File: src/rtl/switch_debounce.sv
// switch_debounce: per-channel synchronizer + four-state debounce FSM for active-low DIP switches.
// Edge pulses (sw_rise/sw_fall/any_change) exist only when SWITCH_DEBOUNCE_EDGE_EN is defined.
module switch_debounce #(
   parameter int WIDTH = 4,
   parameter int DEBOUNCE_CYCLES = 120000
) (
   input  logic             clk,
   input  logic             reset,
   input  logic [WIDTH-1:0] s,
   output logic [WIDTH-1:0] sw,
   output logic [WIDTH-1:0] sw_rise,
   output logic [WIDTH-1:0] sw_fall,
   output logic             any_change
);
   localparam int CW = $clog2(DEBOUNCE_CYCLES);
   localparam logic [CW-1:0] LAST = CW'(DEBOUNCE_CYCLES - 1);
   // bit 1 of the encoding is the debounced level, bit 0 marks a pending change
   typedef enum logic [1:0] {
      STABLE_OFF = 2'b00,
      PEND_ON    = 2'b01,
      STABLE_ON  = 2'b10,
      PEND_OFF   = 2'b11
   } state_t;
   logic [WIDTH-1:0] sync1, sync2, y, accept;
   always_ff @(posedge clk) begin
      if (!reset) begin
         sync1 <= '1;
         sync2 <= '1;
      end else begin
         sync1 <= s;
         sync2 <= sync1;
      end
   end
   assign y = ~sync2;
   for (genvar i = 0; i < WIDTH; i++) begin : g_ch
      state_t state, state_nxt;
      logic [CW-1:0] cnt, cnt_nxt;
      always_ff @(posedge clk) begin
         if (!reset) begin
            state <= STABLE_OFF;
            cnt   <= '0;
         end else begin
            state <= state_nxt;
            cnt   <= cnt_nxt;
         end
      end
      // the cycle that enters PEND already counts as the first differing sample
      always_comb begin
         state_nxt = state;
         cnt_nxt   = '0;
         if (y[i] == state[1])
            state_nxt = state_t'({state[1], 1'b0});
         else if (!state[0]) begin
            state_nxt = state_t'({state[1], 1'b1});
            cnt_nxt   = CW'(1);
         end else if (cnt == LAST)
            state_nxt = state_t'({~state[1], 1'b0});
         else
            cnt_nxt = cnt + 1'b1;
      end
      always_comb accept[i] = state[0] && (y[i] != state[1]) && (cnt == LAST);
      assign sw[i] = state[1];
   end
`ifdef SWITCH_DEBOUNCE_EDGE_EN
   always_ff @(posedge clk) begin
      if (!reset) begin
         sw_rise    <= '0;
         sw_fall    <= '0;
         any_change <= 1'b0;
      end else begin
         sw_rise    <= accept & ~sw;
         sw_fall    <= accept & sw;
         any_change <= |accept;
      end
   end
`else
   assign sw_rise    = '0;
   assign sw_fall    = '0;
   assign any_change = 1'b0;
`endif
endmodule

File: config.mk
export PLATFORM = sky130hd
export DESIGN_NAME = switch_debounce
export DESIGN_NICKNAME = d
export VERILOG_FILES = /design/src/rtl/switch_debounce.sv
export SDC_FILE = /design/constraint.sdc
export NUM_CORES = 1
export LEC_CHECK = 0
export CORE_ASPECT_RATIO = 1.5
export CORE_MARGIN = 8
export CORE_UTILIZATION = 38
export DETAILED_ROUTE_END_ITERATION = 16
export MAX_ROUTING_LAYER = met4
export SLEW_MARGIN = 20
export SYNTH_ARGS = -nofsm -noshare
export SYNTH_HDL_FRONTEND = slang
export SYNTH_SLANG_ARGS = --single-unit
export TNS_END_PERCENT = 50
File: constraint.sdc
create_clock -name clk -period 2.91 [get_ports clk]
set_input_delay 0.873 -clock clk [delete_from_list [all_inputs] [get_ports clk]]
set_output_delay 0.873 -clock clk [all_outputs]
set_load 0.01 [all_outputs]
==> summary.md <==
| Metric | Value |
|---|---|
| Clock Sink Count | 84 |
| Final Hold Viols | 0 |
| Min-delay worst type | flop to flop |
| Total track usage | between 10% and 20% |
| Slew @ Worst Pin | roughly 710 ps |
| Syn avg cell area | approximately 9 um2 |
| Total power | around 2.4 mW |
| CTS root buffer | clkbuf_16 |
| Clk_lat worst skew | approximately 330 ps |
| Core box area | 0.00963 mm2 |
| Post-Synthesis Cells | around 420 |
| PD cells | roughly 580 mW/mm2 |
| Die height | 138 um |
| Fin Setup TNS | 0 ps |
| Post-synthesis cell type count | 46 |
| Critical-path cell list | clkdlybuf4s50_1 |
| HPWL Detailed | 4760 um |
| Fill count | around 920 |
| CP Capture Type | output pin |
| CTS tree | built |
| Post-route ant nets | 0 |
| Metal2 WL | ~3300 um |
| Ranking of synthesized cells by area | dfxtp_1, xnor2_1, nor2_1 |
| Die area | 0.0133 mm2 |
| Post-synth EDFFs | 0 |
| Clk pin slew, worst setup/hold paths | 60 ps |
| Seq/Total Area, Yosys | between 40 and 50% |
| Total number of yosys warnings | 0 |
| PortBufs | 9 |
| Hold buffer count at CTS | 0 |
| Final Cycle Share | 74.9% |
| Buf+Inv Stages, Crit Path | 1 |
| Post-cts sizing count | 0 |
| Synth cell count leaders | dfxtp_1, nor2_1, xnor2_1 |
| CTS max path bufs | 2 |
| WL met1 | ~3100 um |
| Synth Register Bits | 84 |
| Largest net degree at the start of global routing | 17 |
| Max Transition Viols Final | 0 |
| Iter 0 DRT Violations | ~140 |
| Post-synth top area share | 44.9% |
| Outcome | complete, no violations |
| Antenna cell count | 0 |
| Setup violations, final | 0 |
| Startpoint types | flop |
| Worst path top cell family by delay | buffers and inverters |
| Met3 wire len | 152 um |
| I/O pin cnt | 19 |
| Initial antenna violation count | 0 |
| Initial DRT Pass Iterations | 4 |
| Fmax | 459 MHz |
| Layout area overhead | 13.0% |
| CP max FO | 3 |
| Slew margin rel. | a little over half |
| Row cnt | 44 |
| GPL Wtd Cong | between 0.7 and 0.8 |
| Lkg Pwr | ~1.3 nW |
| Horiz. Die Dim | 97.0 um |
| Mean routed wirelength per cell | between 10 and 15 um |
| Nets@finish | roughly 440 |
| Uppermost layer routed | met4 |
| CTS Buf Count | 9 |
| Area leader, netlist | dfxtp_1 |
| # DRC | 0 |
| Post-DR vias/cell | 5.13 |
| Number of global-route vias before repair | approximately 2600 |
| Peak VDD IR | between 400 and 500 uV |
| DRT Wirelength | approximately 6700 um |
| Grt ovf | 0 |
| Via count | between 2000 and 3000 |
| Cell Area, Synth | about 0.0037 mm2 |
| CP required | 2040 ps |
| Setup Fix Bufs, Post-CTS | 0 |
| Worst Skew | approximately 6.8 ps |
| H-tree Lvls | 3 |
| Initial Utilization | a little under 40% |
| Ys async rst share | 0% |
| Main synth FF type | dfxtp_1 |
| Minimum clock period | between 2000 and 2500 ps |
| First-pass GRT wire length | approximately 11000 um |
| CP Data Arrival Time | approximately 1300 ps |
| Top-count cell post-synth | dfxtp_1 |
| Share of layout cells above drive strength 1 | 6.73% |
| WS Path Type | flop to output pin |
| Critical-path top delay cell | clkdlybuf4s50_1 |
| Slowest cell delay on critical path | about 570 ps |
| RSZ-0062 raised after global routing | false |
| Max Cap Viol | 0 |
## logic make-up (layout without fill, tap and decap cells)
kind of cell / Yosys count / count (layout) / share of synthesized area, %
simple gates: 208 / 208 / 29.9
flops: 84 / 84 / 44.9
xor+xnor: 58 / 58 / 13.6
buf+inv: 34 / 40 / 4.95
compound gates: 28 / 28 / 5.22
fa+ha+maj: 4 / 4 / 1.34
other cells: 1 / 9 / 0.100
## worst paths after layout
kind	slack [ps]	start	cells after the start	end
max	730	g_ch[3].state[1]$_SDFFE_PN0P_	1	sw[3]
min reg2reg	410	sync1[2]$_SDFF_PN1_	1	sync2[2]$_SDFF_PN1_
max reg2reg	830	g_ch[0].cnt[0]$_SDFF_PP0_	5	g_ch[0].cnt[14]$_SDFF_PP0_
min	410	sync1[2]$_SDFF_PN1_	1	sync2[2]$_SDFF_PN1_
## registers in the layout, summed over array words and instances (netlist names)
name / cells
sync2: 4
g_ch.cnt: 68
sync1: 4
g_ch.state: 8
## area by class of cell
type,count,area [um2],area share [%]
clock buffer,13,270,6.39
tap,115,144,3.40
timing repair buffer,13,120,2.84
multi-input combinational,307,1900,45.0
inverter,11,41.3,0.976
clock inverter,3,67.6,1.60
sequential,84,1680,39.8
## cells in the final DEF, fill, tap and decap left out, types with 3 or more instances in the layout
master,instances
nor4bb_1,3
conb_1,9
nand3_1,24
xor2_1,22
nor3_1,10
or3_1,4
xnor2_1,36
clkdlybuf4s50_1,9
o21ai_0,4
nor2_1,68
nor4_1,15
o31a_1,3
dfxtp_1,84
inv_1,11
o21a_1,3
a21oi_1,6
ha_1,4
nand2_1,22
clkbuf_8,3
and3_1,6
nand2b_1,9
nand4_1,27
buf_4,4
or4_1,3
clkbuf_16,9
a211oi_1,3
## routing by layer
layer | vias up | GRT usage, %
met5 | - | -
met4 | 0 | 5.06
met3 | 4 | 2.26
met2 | 28 | 18.0
met1 | 1311 | 11.3
li1 | 1458 | -
## where the power goes
group	leakage, nW	total, mW	internal [mW]	switching [mW]
Clock	0.162	1.25	0.822	0.428
Sequential	0.679	1.16	1.16	0.00630
Combinational	0.418	0.0311	0.0155	0.0156
Total	1.26	2.44	2.00	0.450
## through the flow
step / utilization, % / instances / hold slack, ps / setup WS [ps] / area, um2
after floorplan: - / 425 / 386 / 1080 / 3770
after global placement: 40.4 / 530 / 392 / 474 / 3890
after detailed placement: 40.4 / 530 / 395 / 421 / 3890
after CTS: 43.9 / 546 / 409 / 711 / 4230
after global routing: 43.9 / 546 / 430 / 644 / 4230
final: 43.9 / 546 / 407 / 730 / 4230
Power figures use the tool's default switching activity.
